===== config.mk =====
export PLATFORM = sky130hd
export DESIGN_NAME = multicycle_adder
export DESIGN_NICKNAME = d
export VERILOG_FILES = /design/src/rtl/multicycle_adder.sv
export SDC_FILE = /design/constraint.sdc
export NUM_CORES = 1
export LEC_CHECK = 0
export ABC_AREA = 1
export ABC_CLOCK_PERIOD_IN_PS = 1510
export CAP_MARGIN = 20
export CORE_ASPECT_RATIO = 0.8
export CORE_UTILIZATION = 48
export CTS_BUF_LIST = sky130_fd_sc_hd__clkbuf_8
export CTS_CLUSTER_SIZE = 10
export DETAILED_ROUTE_END_ITERATION = 6
export PLACE_DENSITY = 0.86
export SYNTH_ARGS = -nofsm -noshare
export SYNTH_HDL_FRONTEND = slang
export SYNTH_SLANG_ARGS = --single-unit

===== constraint.sdc =====
create_clock -name clk -period 1.51 [get_ports clk]
set_input_delay 0.302 -clock clk [delete_from_list [all_inputs] [get_ports clk]]
set_output_delay 0.302 -clock clk [all_outputs]
set_load 0.005 [all_outputs]

===== src/rtl/multicycle_adder.sv =====
// rtl/multicycle_adder.sv - sliced add/subtract, one SLICE-bit slice per clock, LSB first.
// Operands are shifted right as slices are consumed; the partial sum fills from the top.
module multicycle_adder #(
  parameter int WIDTH = 32,
  parameter int SLICE = 8
) (
  input  logic             clk,
  input  logic             rst,
  input  logic             start,
  input  logic [WIDTH-1:0] in_1,
  input  logic [WIDTH-1:0] in_2,
  input  logic             c_in,
  input  logic             sub,
  output logic             busy,
  output logic             done,
  output logic [WIDTH-1:0] sum,
  output logic             c_out,
  output logic             ovf
);

  localparam int N  = WIDTH / SLICE;
  localparam int CW = (N > 1) ? $clog2(N) : 1;
  localparam logic [CW-1:0] LAST = CW'(N - 1);

  typedef enum logic {
    IDLE = 1'b0,
    RUN  = 1'b1
  } state_t;

  state_t           state_q, state_d;
  logic [WIDTH-1:0] a_q, a_d;
  logic [WIDTH-1:0] b_q, b_d;
  logic [WIDTH-1:0] part_q, part_d;
  logic [WIDTH-1:0] sum_q, sum_d;
  logic [CW-1:0]    cnt_q, cnt_d;
  logic             carry_q, carry_d;
  logic             c_out_q, c_out_d;
  logic             ovf_q, ovf_d;
  logic             done_q, done_d;

  logic [SLICE-1:0]       slice_s;
  logic                   slice_c;
  logic                   msb_cin;
  logic [WIDTH+SLICE-1:0] part_cat;
  logic [WIDTH-1:0]       part_next;

  // Only the low slice of each shifted operand feeds the short carry chain.
  assign {slice_c, slice_s} = {1'b0, a_q[SLICE-1:0]} + {1'b0, b_q[SLICE-1:0]}
                            + {{SLICE{1'b0}}, carry_q};
  assign msb_cin   = a_q[SLICE-1] ^ b_q[SLICE-1] ^ slice_s[SLICE-1];
  assign part_cat  = {slice_s, part_q};
  assign part_next = part_cat[WIDTH+SLICE-1:SLICE];

  always_ff @(posedge clk) begin
    if (rst) begin
      state_q <= IDLE;
      a_q     <= '0;
      b_q     <= '0;
      part_q  <= '0;
      sum_q   <= '0;
      cnt_q   <= '0;
      carry_q <= 1'b0;
      c_out_q <= 1'b0;
      ovf_q   <= 1'b0;
      done_q  <= 1'b0;
    end else begin
      state_q <= state_d;
      a_q     <= a_d;
      b_q     <= b_d;
      part_q  <= part_d;
      sum_q   <= sum_d;
      cnt_q   <= cnt_d;
      carry_q <= carry_d;
      c_out_q <= c_out_d;
      ovf_q   <= ovf_d;
      done_q  <= done_d;
    end
  end

  always_comb begin
    state_d = state_q;
    a_d     = a_q;
    b_d     = b_q;
    part_d  = part_q;
    sum_d   = sum_q;
    cnt_d   = cnt_q;
    carry_d = carry_q;
    c_out_d = c_out_q;
    ovf_d   = ovf_q;
    done_d  = 1'b0;
    unique case (state_q)
      IDLE: begin
        if (start) begin
          a_d     = in_1;
          b_d     = sub ? ~in_2 : in_2;
          carry_d = sub ? 1'b1 : c_in;
          part_d  = '0;
          cnt_d   = '0;
          state_d = RUN;
        end
      end
      RUN: begin
        a_d     = a_q >> SLICE;
        b_d     = b_q >> SLICE;
        part_d  = part_next;
        carry_d = slice_c;
        cnt_d   = cnt_q + 1'b1;
        if (cnt_q == LAST) begin
          sum_d   = part_next;
          c_out_d = slice_c;
          ovf_d   = msb_cin ^ slice_c;
          done_d  = 1'b1;
          cnt_d   = '0;
          state_d = IDLE;
        end
      end
      default: state_d = IDLE;
    endcase
  end

  assign busy  = (state_q == RUN);
  assign done  = done_q;
  assign sum   = sum_q;
  assign c_out = c_out_q;
  assign ovf   = ovf_q;

endmodule


* After elaboration in Yosys (flattened, before gate mapping) *
Cells that the tools add are included.

storage, ports and cells
  register bits = 135
  input port bits = 69
  output and inout bits = 36
  word-level logic and storage cells = 39

operators by class
  muxes and demuxes = 17
  eq/ne operators = 2
  reductions and logical operators = 2
  bitwise gates (word level) = 5
  add/subtract/negate cells = 3

operators by type and width
  kind                                                           number
  32-bit case mux with 2 select lines                            3
  32-bit two-way mux                                             4
  32-bit inverter                                                1
  8-bit by 8-bit adder with 9-bit output                         1
  9-bit by 1-bit adder with 9-bit output                         1
  1-bit two-way mux                                              5
  2-bit two-way mux                                              2
  1-bit case mux with 2 select lines                             2
  2-bit case mux with 2 select lines                             1
  1-bit bitwise XOR                                              3
  2-bit by 1-bit adder with 2-bit output, second input constant  1
  2-bit == test, second input constant                           1
  2-bit inequality test, second input constant                   1
  2-bit AND reduction                                            1
  2-bit OR reduction                                             1
  1-bit inverter                                                 1

* Depth between registers and ports, before layout *
  depth in word-level cells = 4
  mapped depth = 13
  depth with buffers taken out = 13

* Worst setup path after synthesis *
No wires, ideal clock.

  path type = reg2reg
  from = register a_q[0]
  to = register part_q[25]
  data arrival time = 1.600 ns
  cell stages (with the launch flop) = 6
  setup slack = -0.160 ns
  clock period less this slack = 1.670 ns
  library setup time = 0.070 ns
  cells stage by stage = dfxtp_1 fa_1 inv_1 fa_1 or2_2 a21oi_1

on the way
  word-level cells in the longest chain between the ends = 3

ends and longest elaborated chain
  item                                    line  source
  start: declaration                      31    logic [WIDTH-1:0] a_q, a_d;
  start signal: assignment                57    a_q <= '0;
  start signal: assignment                68    a_q <= a_d;
  8-bit by 8-bit adder with 9-bit output  48    assign {slice_c, slice_s} = {1'b0, a_q[SLICE-1:0]} + {1'b0, b_q[SLICE-1:0]}
  9-bit by 1-bit adder with 9-bit output  49    + {{SLICE{1'b0}}, carry_q};
  32-bit case mux with 2 select lines     91    unique case (state_q)
  end signal: assignment                  70    part_q <= part_d;
  end: declaration                        33    logic [WIDTH-1:0] part_q, part_d;

Every way passes these cells.
A chain may end at the register's enable or synchronous reset.

* Worst setup path after layout *
  from = register b_q[0]
  to = register part_q[28]

on the way
  word-level cells in the longest chain between the ends = 3

ends and longest elaborated chain
  item                                    line  source
  start: declaration                      32    logic [WIDTH-1:0] b_q, b_d;
  start signal: assignment                58    b_q <= '0;
  start signal: assignment                69    b_q <= b_d;
  8-bit by 8-bit adder with 9-bit output  48
  9-bit by 1-bit adder with 9-bit output  49
  32-bit case mux with 2 select lines     91

Every way passes these cells.

==> results.md <==
- Outcome: finished, violations left
- Failing checks: negative setup slack
- Worst skew pair latency: 0.44 ns
- Clock Skews: 0.0130 ns
- Grt total ovfl: 0
- Slew Limit Fails: 0
- Core ar.: 0.0110 mm2
- Syn Nets: 778
- Worst Path Required: 1.88 ns
- Largest net degree at the start of global routing: 34
- Final Critical Period: 1.66 ns
- Final Worst Setup Slack: -0.147 ns
- Placed cell count: 928
- Top delay family on crit path: adder cells
- WL per Instance: 14.0 um
- Flop2flop setup slack: -0.15 ns
- First DRT Iteration DRCs: 376
- Pwr Density: 1040 mW/mm2
- Multi-input logic area: 0.00262 mm2
- CP startpoint kind: register
- Number of H-tree levels: 4
- Via density: 5.00
- N_diodes: 0
- Fin cells: 964
- Hold_buf cts: 0
- FMAX: 603 MHz
- Slowest cell delay on critical path: 0.36 ns
- Synth warn: 0
- Tot Pwr: 0.00756 W
- Final worst-path cycle share: 110%
- Sink Count: 127
- WS Path Type: register to register
- PortBufs: 104
- Fin nets: 886
- Std-Cell Rows: 34
- XOR/XNOR share of the synthesized area: 5.46%
- DR DRC count: 0
- Setup repair after global routing missed its margin: true
- Critical path arrival: 2.02 ns
- CTS buffer count: 17
- Clock Tree Buf Depth: 2
- Share of layout cells above drive strength 1: 15.4%
- Clock Pin Slew Worst Setup and Hold Paths: 0.07 ns
- Mux cell area share after synthesis: 0%
- I/O Pins: 105
- Crit. End Element: register
- Final wirelength: 13500 um
- Final Cell Area: 0.00725 mm2
- Tightest Pin Transition: 0.440 ns
- Fill cells: 894
- Count of different cell masters after synthesis: 25
- GR Util All Layers: 23.5%
- P_leak: 3.26 nW
- Register Area: 0.00257 mm2
- Vias: 4818
- Post-synthesis compound-gate area fraction: 13.4%
- Critical-path top delay cell: dfxtp_2
- Post-synthesis adder-cell area fraction: 2.57%
- # Max-Cap Violations: 0
- Die Area: 0.0118 mm2
- Final Hold Viols: 0
- Initial antenna violation count: 0
- Crit-path cells: fa_2, inv_2, fa_2, inv_2, nand3_2, nand2_2, xor2_1, nand2_1, a21oi_1
- Slew HR: 70.7%
- DP Area: 0.00667 mm2
- Die Y-Extent: 97.3 um
- Syn Inst Count: 699
- Final ANT Viol Nets: 0
- Area Overhead vs Synth: 33.0%
- Initial Utilization: 49.7%
- Vias in the first global route: 4614
- Synth Area in Simple Gates: 23.4%
- Max Fanout on Critical Path: 3
- CTS tree: built
- VDD IR max: 0.000551 V
- Final HPWL DP: 8970 um
- Final core utilization: 66.1%
- GP Congestion: 0.885
- Sequential-to-total area share from yosys stat: 46.6%
- Die X: 121 um
- TNS Setup: -1.18 ns
- Worst path bufs/invs: 2
- Mapped Avg Cell Area: 7.80 um2
- First-pass GRT wire length: 21700 um
- Pre-antenna DRT Iters: 5
- Largest family of logic cells by synthesized area: simple AND/OR/NAND/NOR gates
- FF+latch count, synth: 127
- Setup violations, final: 12
- Hold WC Path Type: input pin to register
- Cell Area, Synth: 0.00545 mm2
- CTS Root Cell: clkbuf_8
## metrics by stage
| stage | hold slack, ns | setup WS (ns) |
|---|---|---|
| 6_report | 0.369 | -0.147 |
| 5_1_grt | 0.368 | -0.253 |
| 4_1_cts | 0.348 | -0.125 |
| 3_5_place_dp | 0.452 | -0.174 |
| 3_3_place_gp | 0.453 | -0.136 |
| 2_1_floorplan | 0.440 | -0.0854 |
## registers in the layout (all words and copies together) (netlist names)
name and flops:
a_q 32, b_q 32, busy 1, c_out 1, carry_q 1, cnt_q 2
done 1, ovf 1, part_q 24, sum 32
## metal layers
layer	share of wire (%)	vias to the layer above	GRT usage (%)
met2	45	147	35.0
met4	1.1	0	7.50
li1	-	2461	-
met3	6.6	13	6.75
met5	0	-	0
met1	47	2197	32.5
## synthesized netlist by cell type, drive strengths merged
| cell | n | share of area, % |
|---|---|---|
| ha | 8 | 1.8 |
| a22o | 25 | 4.0 |
| fa | 2 | 0.73 |
| a21oi | 52 | 4.8 |
| buf | 36 | 4.3 |
| clkbuf | 8 | 0.76 |
| dfxtp | 127 | 47 |
| o21ai | 3 | 0.28 |
| nand3 | 27 | 2.5 |
| a22oi | 11 | 1.5 |
| nor3 | 1 | 0.092 |
| a31oi | 25 | 2.9 |
| xor2 | 34 | 5.5 |
| nor2 | 9 | 1.2 |
| or2 | 2 | 0.23 |
| nand2 | 280 | 19 |
| inv | 49 | 3.4 |
## final timing paths
check             startpoint    endpoint  cells after the start
setup reg to reg      b_q[0]  part_q[28]                      9
hold reg to reg      sum[29]     sum[29]                      2
setup / recovery      b_q[0]  part_q[28]                      9
hold / removal           rst        done                      2
## cell families (layout without fill, tap and decap cells)
group / after synthesis / after routing
simple gates: 319 / 319
buf+inv: 93 / 214
xor+xnor: 34 / 34
compound gates: 116 / 116
flops: 127 / 127
fa+ha+maj: 10 / 10
## cells in the final DEF, fill, tap and decap left out, types with 5 or more instances in the layout
cell type and count:
dfxtp_1 104, nand3_1 20, ha_4 5, buf_12 5, dlygate4sd2_1 36, dfxtp_2 22, clkdlybuf4s50_1 66, clkbuf_8 20
inv_1 46, inv_2 5, nor2_1 5, nand2_1 269, nand2_2 8, a31oi_1 25, a22o_1 25, buf_4 24
xor2_1 33, nand3_2 7, a21oi_1 48, a22oi_1 11
## what timing repair did
action / CTS / global route
hold endpoints to repair: 0 / 0
buffers inserted: 2 / 2
pin swaps: 5 / 10
resized for setup: 61 / 28
endpoints found under the setup margin: 47 / 27
## power breakdown
| group | internal, W | leakage (nW) | total (W) | switching (W) |
|---|---|---|---|---|
| Sequential | 0.00348 | 1.04 | 0.00357 | 0.0000884 |
| Combinational | 0.000454 | 2.00 | 0.000944 | 0.000490 |
| Clock | 0.00174 | 0.219 | 0.00305 | 0.00130 |
## cell type report
type                       instances  area share (%)
tap                              144            2.48
clock inverter                    12            1.98
clock buffer                      20            3.80
timing repair buffer             133            17.5
multi-input combinational        479            36.2
inverter                          49            2.61
sequential                       127            35.5
(Power assumes the default switching activity.)
